`src/rtl/rcastudioii_pkg.sv`:
```
`default_nettype none
// ============================================================================
// Module      : rcastudioii_pkg
// Description : Shared types, scancode maps and key decode for the RCA
//               Studio II keypad bridge.
// Revision    : 1.0  initial release
// ============================================================================
package rcastudioii_pkg;

    // Select latch value meaning "no key selected"
    localparam logic [3:0] KEY_NONE = 4'hF;
    localparam int         NUM_KEYS = 10;

    typedef enum logic {
        PAD_A = 1'b0,
        PAD_B = 1'b1
    } pad_e;

    // Field view of the 11-bit toggle-strobed PS/2 key word
    typedef struct packed {
        logic       strobe;
        logic       pressed;
        logic       extended;
        logic [7:0] code;
    } ps2_key_t;

    // Decode result: which pad and digit a scancode maps to
    typedef struct packed {
        logic       valid;
        pad_e       pad;
        logic [3:0] index;
    } key_dec_t;

    // Pad A: main-row digits 0-9
    localparam logic [7:0] SC_A0 = 8'h45;
    localparam logic [7:0] SC_A1 = 8'h16;
    localparam logic [7:0] SC_A2 = 8'h1E;
    localparam logic [7:0] SC_A3 = 8'h26;
    localparam logic [7:0] SC_A4 = 8'h25;
    localparam logic [7:0] SC_A5 = 8'h2E;
    localparam logic [7:0] SC_A6 = 8'h36;
    localparam logic [7:0] SC_A7 = 8'h3D;
    localparam logic [7:0] SC_A8 = 8'h3E;
    localparam logic [7:0] SC_A9 = 8'h46;

    // Pad B: numeric keypad digits 0-9
    localparam logic [7:0] SC_B0 = 8'h70;
    localparam logic [7:0] SC_B1 = 8'h69;
    localparam logic [7:0] SC_B2 = 8'h72;
    localparam logic [7:0] SC_B3 = 8'h7A;
    localparam logic [7:0] SC_B4 = 8'h6B;
    localparam logic [7:0] SC_B5 = 8'h73;
    localparam logic [7:0] SC_B6 = 8'h74;
    localparam logic [7:0] SC_B7 = 8'h6C;
    localparam logic [7:0] SC_B8 = 8'h75;
    localparam logic [7:0] SC_B9 = 8'h7D;

    // Map a scancode to {valid, pad, index}; extended codes never map
    function automatic key_dec_t decode_key(input logic extended, input logic [7:0] code);
        key_dec_t d;
        d.valid = 1'b1;
        d.pad   = PAD_A;
        d.index = 4'd0;
        if (extended) begin
            d.valid = 1'b0;
        end else begin
            case (code)
                SC_A0: begin d.pad = PAD_A; d.index = 4'd0; end
                SC_A1: begin d.pad = PAD_A; d.index = 4'd1; end
                SC_A2: begin d.pad = PAD_A; d.index = 4'd2; end
                SC_A3: begin d.pad = PAD_A; d.index = 4'd3; end
                SC_A4: begin d.pad = PAD_A; d.index = 4'd4; end
                SC_A5: begin d.pad = PAD_A; d.index = 4'd5; end
                SC_A6: begin d.pad = PAD_A; d.index = 4'd6; end
                SC_A7: begin d.pad = PAD_A; d.index = 4'd7; end
                SC_A8: begin d.pad = PAD_A; d.index = 4'd8; end
                SC_A9: begin d.pad = PAD_A; d.index = 4'd9; end
                SC_B0: begin d.pad = PAD_B; d.index = 4'd0; end
                SC_B1: begin d.pad = PAD_B; d.index = 4'd1; end
                SC_B2: begin d.pad = PAD_B; d.index = 4'd2; end
                SC_B3: begin d.pad = PAD_B; d.index = 4'd3; end
                SC_B4: begin d.pad = PAD_B; d.index = 4'd4; end
                SC_B5: begin d.pad = PAD_B; d.index = 4'd5; end
                SC_B6: begin d.pad = PAD_B; d.index = 4'd6; end
                SC_B7: begin d.pad = PAD_B; d.index = 4'd7; end
                SC_B8: begin d.pad = PAD_B; d.index = 4'd8; end
                SC_B9: begin d.pad = PAD_B; d.index = 4'd9; end
                default: d.valid = 1'b0;
            endcase
        end
        return d;
    endfunction

endpackage
`default_nettype wire

```
`src/rtl/rcastudioii_key_hold.sv`:
```
`default_nettype none
// ============================================================================
// Module      : rcastudioii_key_hold
// Description : Single-key minimum-hold stretcher. A press reloads the
//               counter to MIN_HOLD; it then counts down to zero. The key
//               reads active while the count is nonzero.
// Revision    : 1.0  initial release
// ============================================================================
module rcastudioii_key_hold
    import rcastudioii_pkg::*;
#(
    parameter int unsigned         HOLD_W   = 24,
    parameter logic [HOLD_W-1:0]   MIN_HOLD = 24'd480000
) (
    input  logic clk,
    input  logic reset_n,
    input  logic load,
    output logic active
);

    logic [HOLD_W-1:0] cnt;

    // Reload on press (wins over expiry), otherwise count down to zero
    always_ff @(posedge clk) begin
        if (!reset_n) begin
            cnt <= '0;
        end else if (load) begin
            cnt <= MIN_HOLD;
        end else if (cnt != '0) begin
            cnt <= cnt - HOLD_W'(1);
        end
    end

    assign active = (cnt != '0);

endmodule
`default_nettype wire

```
`src/rtl/rcastudioii_keypad.sv`:
```
`default_nettype none
// ============================================================================
// Module      : rcastudioii_keypad
// Description : Converts the toggle-strobed PS/2 key stream into the two
//               10-key hex pads of the RCA Studio II and drives the EF3/EF4
//               "selected key pressed" flags for the 1802.
//               Optional feature macro: RCASTUDIOII_KEYPAD_HOLD_EN
//               (per-key minimum-hold stretcher).
// Revision    : 1.0  initial release
// ============================================================================
module rcastudioii_keypad
    import rcastudioii_pkg::*;
#(
    parameter int unsigned         HOLD_W   = 24,
    parameter logic [HOLD_W-1:0]   MIN_HOLD = 24'd480000
) (
    input  logic        clk,
    input  logic        reset_n,
    input  logic [10:0] ps2_key,
    input  logic        key_sel_we,
    input  logic [3:0]  key_sel,
    output logic        ef3_n,
    output logic        ef4_n,
    output logic [9:0]  keys_a,
    output logic [9:0]  keys_b
);

    ps2_key_t    key_in;
    logic        strb_q;
    logic        key_event;
    key_dec_t    dec;
    logic        hit;
    logic [9:0]  raw_a;
    logic [9:0]  raw_b;
    logic [9:0]  eff_a;
    logic [9:0]  eff_b;
    logic [3:0]  sel_q;
    logic [15:0] keys_a_ext;
    logic [15:0] keys_b_ext;

    assign key_in    = ps2_key_t'(ps2_key);
    assign key_event = (key_in.strobe != strb_q);
    assign dec       = decode_key(key_in.extended, key_in.code);
    assign hit       = key_event & dec.valid;

    // Track the strobe; during reset it follows the input so release of
    // reset never looks like a toggle
    always_ff @(posedge clk) begin
        if (!reset_n) begin
            strb_q <= key_in.strobe;
        end else begin
            strb_q <= key_in.strobe;
        end
    end

    // Raw key state: a decoded event writes only its own bit
    always_ff @(posedge clk) begin
        if (!reset_n) begin
            raw_a <= '0;
            raw_b <= '0;
        end else if (hit) begin
            if (dec.pad == PAD_A) begin
                raw_a[dec.index] <= key_in.pressed;
            end else begin
                raw_b[dec.index] <= key_in.pressed;
            end
        end
    end

`ifdef RCASTUDIOII_KEYPAD_HOLD_EN
    logic [9:0] load_a;
    logic [9:0] load_b;
    logic [9:0] held_a;
    logic [9:0] held_b;

    // One-hot press strobe for the hold counter of the decoded key
    always_comb begin
        load_a = '0;
        load_b = '0;
        if (hit && key_in.pressed) begin
            if (dec.pad == PAD_A) begin
                load_a[dec.index] = 1'b1;
            end else begin
                load_b[dec.index] = 1'b1;
            end
        end
    end

    for (genvar n = 0; n < NUM_KEYS; n++) begin : g_hold
        rcastudioii_key_hold #(
            .HOLD_W   (HOLD_W),
            .MIN_HOLD (MIN_HOLD)
        ) u_hold_a (
            .clk     (clk),
            .reset_n (reset_n),
            .load    (load_a[n]),
            .active  (held_a[n])
        );
        rcastudioii_key_hold #(
            .HOLD_W   (HOLD_W),
            .MIN_HOLD (MIN_HOLD)
        ) u_hold_b (
            .clk     (clk),
            .reset_n (reset_n),
            .load    (load_b[n]),
            .active  (held_b[n])
        );
    end

    assign eff_a = raw_a | held_a;
    assign eff_b = raw_b | held_b;
`else
    assign eff_a = raw_a;
    assign eff_b = raw_b;
`endif

    // Register the effective key state seen by the CPU
    always_ff @(posedge clk) begin
        if (!reset_n) begin
            keys_a <= '0;
            keys_b <= '0;
        end else begin
            keys_a <= eff_a;
            keys_b <= eff_b;
        end
    end

    // Keypad select latch written by CPU OUT 2
    always_ff @(posedge clk) begin
        if (!reset_n) begin
            sel_q <= KEY_NONE;
        end else if (key_sel_we) begin
            sel_q <= key_sel;
        end
    end

    // Zero-extended to 16 entries so selects 10-15 read "not pressed"
    assign keys_a_ext = {6'b0, keys_a};
    assign keys_b_ext = {6'b0, keys_b};

    // Active-low flags for the selected key on each pad
    always_ff @(posedge clk) begin
        if (!reset_n) begin
            ef3_n <= 1'b1;
            ef4_n <= 1'b1;
        end else begin
            ef3_n <= ~keys_a_ext[sel_q];
            ef4_n <= ~keys_b_ext[sel_q];
        end
    end

endmodule
`default_nettype wire
```
`config.mk`:
```
export PLATFORM = sky130hd
export DESIGN_NAME = rcastudioii_keypad
export DESIGN_NICKNAME = d
export VERILOG_FILES = /design/src/rtl/rcastudioii_pkg.sv /design/src/rtl/rcastudioii_key_hold.sv /design/src/rtl/rcastudioii_keypad.sv
export SDC_FILE = /design/constraint.sdc
export NUM_CORES = 1
export LEC_CHECK = 0
export CAP_MARGIN = 20
export CORE_ASPECT_RATIO = 0.5
export CORE_MARGIN = 4
export CORE_UTILIZATION = 50
export CTS_CLUSTER_DIAMETER = 100
export DETAILED_ROUTE_END_ITERATION = 16
export GPL_TIMING_DRIVEN = 0
export PLACE_DENSITY = 0.76
export SLEW_MARGIN = 0
export SYNTH_ARGS = -nofsm -noshare
export SYNTH_HDL_FRONTEND = slang
export SYNTH_HIERARCHICAL = 1
export SYNTH_SLANG_ARGS = --single-unit
```
`constraint.sdc`:
```
create_clock -name clk -period 3.85 [get_ports clk]
set_input_delay 1.155 -clock clk [delete_from_list [all_inputs] [get_ports clk]]
set_output_delay 1.155 -clock clk [all_outputs]
set_load 0.005 [all_outputs]
```
==> results of run 1 <==
[cell usage after synthesis, types with 2 or more instances]
cell type	instances	area share, %
o22ai_1	2	0.54
inv_1	18	2.9
and2_1	5	1.4
nor4_1	3	0.82
nor2_1	3	0.49
nor4bb_1	3	1.3
o211a_1	2	0.87
mux2i_1	24	10
clkbuf_1	9	1.5
nor3_1	4	0.87
mux4_2	4	3.9
nand2b_1	8	2.2
o21ai_0	5	1.1
a211oi_1	4	1.3
and3b_1	5	1.9
o211ai_1	3	0.98
xor2_1	2	0.76
o21bai_1	2	0.65
o31ai_1	5	1.6
a21oi_1	2	0.44
nand4b_1	2	0.76
buf_2	4	0.87
dfxtp_1	47	41
nor2b_1	8	2.2
a21boi_0	2	0.65
nor4_2	2	1.1
nand3_1	6	1.3
nor3b_1	4	1.3
and3_1	3	0.82
nand2_1	28	4.6
or4bb_1	2	0.98
[cells by family (layout without fill, tap and decap cells)]
kind of cell / after synthesis / count (layout) / share of synthesized area [%]
buffers and inverters: 32 / 75 / 5.77
XOR/XNOR: 2 / 2 / 0.763
flip-flops: 47 / 47 / 41.0
AND/OR/NAND/NOR: 96 / 96 / 26.2
AO/OA/AOI/OAI: 37 / 37 / 11.9
multiplexers: 28 / 28 / 14.4
[worst min-delay path by stage]
stage / slack (ps) / to / cells past startpoint
2_1_floorplan: 400 / keys_a[0]$_SDFF_PN0_ / 2
3_3_place_gp: 410 / keys_b[5]$_SDFF_PN0_ / 2
3_5_place_dp: 420 / keys_b[4]$_SDFF_PN0_ / 2
4_1_cts: 440 / keys_b[1]$_SDFF_PN0_ / 2
5_1_grt: 460 / keys_b[9]$_SDFF_PN0_ / 2
6_report: 430 / keys_b[1]$_SDFF_PN0_ / 2
[layout make-up]
class                      instances  share of cell area (%)
clock inverter                     1                    1.06
sequential                        47                    33.2
buffer                            14                    2.29
clock buffer                       6                    2.56
multi-input combinational        163                    43.3
timing repair buffer              36                    12.7
inverter                          18                    2.38
tap                               57                    2.51
[registers in the layout, indices dropped and copies added (netlist names)]
register	count
ef3_n	1
ef4_n	1
eff_a	10
eff_b	10
keys_a	10
keys_b	10
sel_q	4
strb_q	1
[placed cells by master, fill, tap and decap left out, types with 6 or more instances in the layout]
cell / instances
clkbuf_1: 10
clkdlybuf4s50_1: 36
dfxtp_1: 47
inv_1: 18
mux2i_1: 24
nand2_1: 28
nand2b_1: 8
nand3_1: 6
nor2b_1: 8
[layer usage]
metal  vias up  part of all wire, %  GRT usage [%]
met2        54                   46           29.8
met4         0                  1.1           4.55
li1        954                    -              -
met3         7                  4.4           4.17
met5         -                    0              0
met1       894                   49           25.4
[power groups by stage]
stage | clock network [mW] | registers (mW) | logic [mW]
2_1_floorplan | 0 | 0.503 | 0.0536
3_3_place_gp | 0 | 0.504 | 0.0834
3_5_place_dp | 0 | 0.504 | 0.0851
4_1_cts | 0.344 | 0.493 | 0.0856
5_1_grt | 0.370 | 0.493 | 0.0949
6_report | 0.341 | 0.492 | 0.0864
[through the flow]
step	total power [mW]	worst slack [ps]	instance area, um2	util (%)
floorplan	0.556	768	2300	-
global placement	0.587	-72.2	2730	61.7
detailed placement	0.589	-140	2730	61.7
CTS	0.922	70.3	2830	64.0
global route	0.958	45.8	2840	64.1
finish	0.920	183	2840	64.1
[worst reg2reg max path: cells and delay by family (launching register included)]
family / cells / cell delay, ps
simple gates: 4 / 1000
flops: 1 / 340
xor+xnor: 1 / 150
mux: 1 / 220
[timing repair]
item                       CTS  global route
hold buffers                 0             0
setup endpoints to repair    0             6
gates resized for setup      0             1
==> metrics.md, run 1 <==
| Metric | Value |
|---|---|
| MaxCap Viol Count | `0` |
| Initial core utilization | `51.9%` |
| Clock Sinks | `47` |
| DR DRC count | `0` |
| Clk pwr share | `37.1%` |
| Initial drt markers | `134` |
| Setup repair after global routing missed its margin | `no` |
| Final TNS setup | `0 ps` |
| ANT cells | `0` |
| Core box area | `4420 um2` |
| Setup Skew | `6.06 ps` |
| Critical Path Source Type | `input port` |
| Critical R2R Launch | `strb_q$_DFF_P_` |
| Vias in the first global route | `1761` |
| Switching power | `0.202 mW` |
| Tightest hold margin | `434 ps` |
| Worst reg-to-reg path cell count | `6` |
| Num CTS Buffers | `5` |
| Post-layout min period | `3670 ps` |
| CTS tree | `built` |
| Routed vias | `1909` |
| Die area | `5810 um2` |
| Max Transition Viols Final | `0` |
| Critical path's slowest cell | `clkdlybuf4s50_1` |
| Crit path required time | `4020 ps` |
| Reg power frac | `53.5%` |
| Seq cells post-synth | `47` |
| Worst-path maximum fanout | `10` |
| Share of layout cells above drive strength 1 | `8.77%` |
| Slew @ Worst Pin | `617 ps` |
| Fmax achieved | `273 MHz` |
| I/O Pins | `40` |
| Wire per inst | `15.1 um` |
| Non-Filler Instances | `342` |
| Worst path depth | `8` |
| Worst-path cell chain | `clkdlybuf4s50_1 > clkbuf_1 > nor3b_1 > o211ai_1 > a31oi_1 > or3b_4 > o21ai_0 > o31ai_1` |
| CP Launch Point | `ps2_key[5]` |
| Cell Area, Synth | `2300 um2` |
| H-tree Lvls | `2` |
| Area of the multi-input gates | `1230 um2` |
| # Post-CTS Setup Buffers | `0` |
| Final period util | `95.2%` |
| Clk_lat worst skew | `290 ps` |
| RD Place Congestion | `0.826` |
| Fill cell count | `364` |
| DRT Wirelength | `5.15 mm` |
| Min-delay src | `eff_b[1]$_SDFFE_PN0P_` |
| Crit-path leading delay family | `compound AO/OA/AOI/OAI gates` |
| Gate Count Post-Synth | `242` |
| Port buffer count | `36` |
| Relative slew slack | `58.5%` |
| Sw Share | `22.0%` |
| GRT Total Usage | `18.5%` |
| Combinational share of power | `9.4%` |
| Largest net degree at the start of global routing | `14` |
| Syn nets | `260` |
| Post-route ant nets | `0` |
| Reg-to-reg endpoint | `eff_a[3]$_SDFFE_PN0P_` |
| Initial antenna violation count | `0` |
| Worst Setup EP | `eff_a[6]$_SDFFE_PN0P_` |
| Mean post-synth cell area | `9.49 um2` |
| Crit end category | `flip-flop` |
| Peak supply drop | `0.154 mV` |
| First-pass GRT wire length | `8.79 mm` |
| Drt via density | `5.58` |
| Bufs and invs on worst path | `2` |
| Kind of critical path | `input port to flip-flop` |
| Die X | `104 um` |
| Register Area | `941 um2` |
| Row count | `17` |
| CTS Root Cell | `clkbuf_8` |
| Pwr Density | `324 nW/um2` |
| CP arrival | `3830 ps` |
| Final #Nets | `303` |
| Area growth from synthesis to layout | `23.5%` |
| Post-synth EDFFs | `0` |
| Final setup fails | `0` |
| Static leakage | `1.25 nW` |
| Yosys cell types | `52` |
| Final number of hold-violating endpoints | `0` |
| Total iterations of the first detailed-routing run | `4` |
| Worst reg2reg setup slack | `2070 ps` |
| Total gr overflow | `0` |
| Post-synth top flop | `dfxtp_1` |
| Status | `finished clean` |
| Syn. warnings | `6` |
| Die Y-Extent | `55.9 um` |
| Synth async-reset ratio | `0%` |
| Dpl cells | `335` |
| Worst path max stage delay | `610 ps` |
| Hold Path Class | `flip-flop to flip-flop` |
| Register area share after synthesis | `41.0%` |
| Dpl hpwl | `3.85 mm` |
| Clock slew at reported path FFs | `80 ps` |
| Longest Clk Path Bufs | `2` |
| Internal power | `0.718 mW` |
Note: power is estimated with default switching activity, not from simulation.
==> run 2, diff against run 1 <==
Settings changed: TNS_END_PERCENT from default to 20.
==> results of run 2 <==
The final DEF is identical to that of run 1; final timing and power are the same.
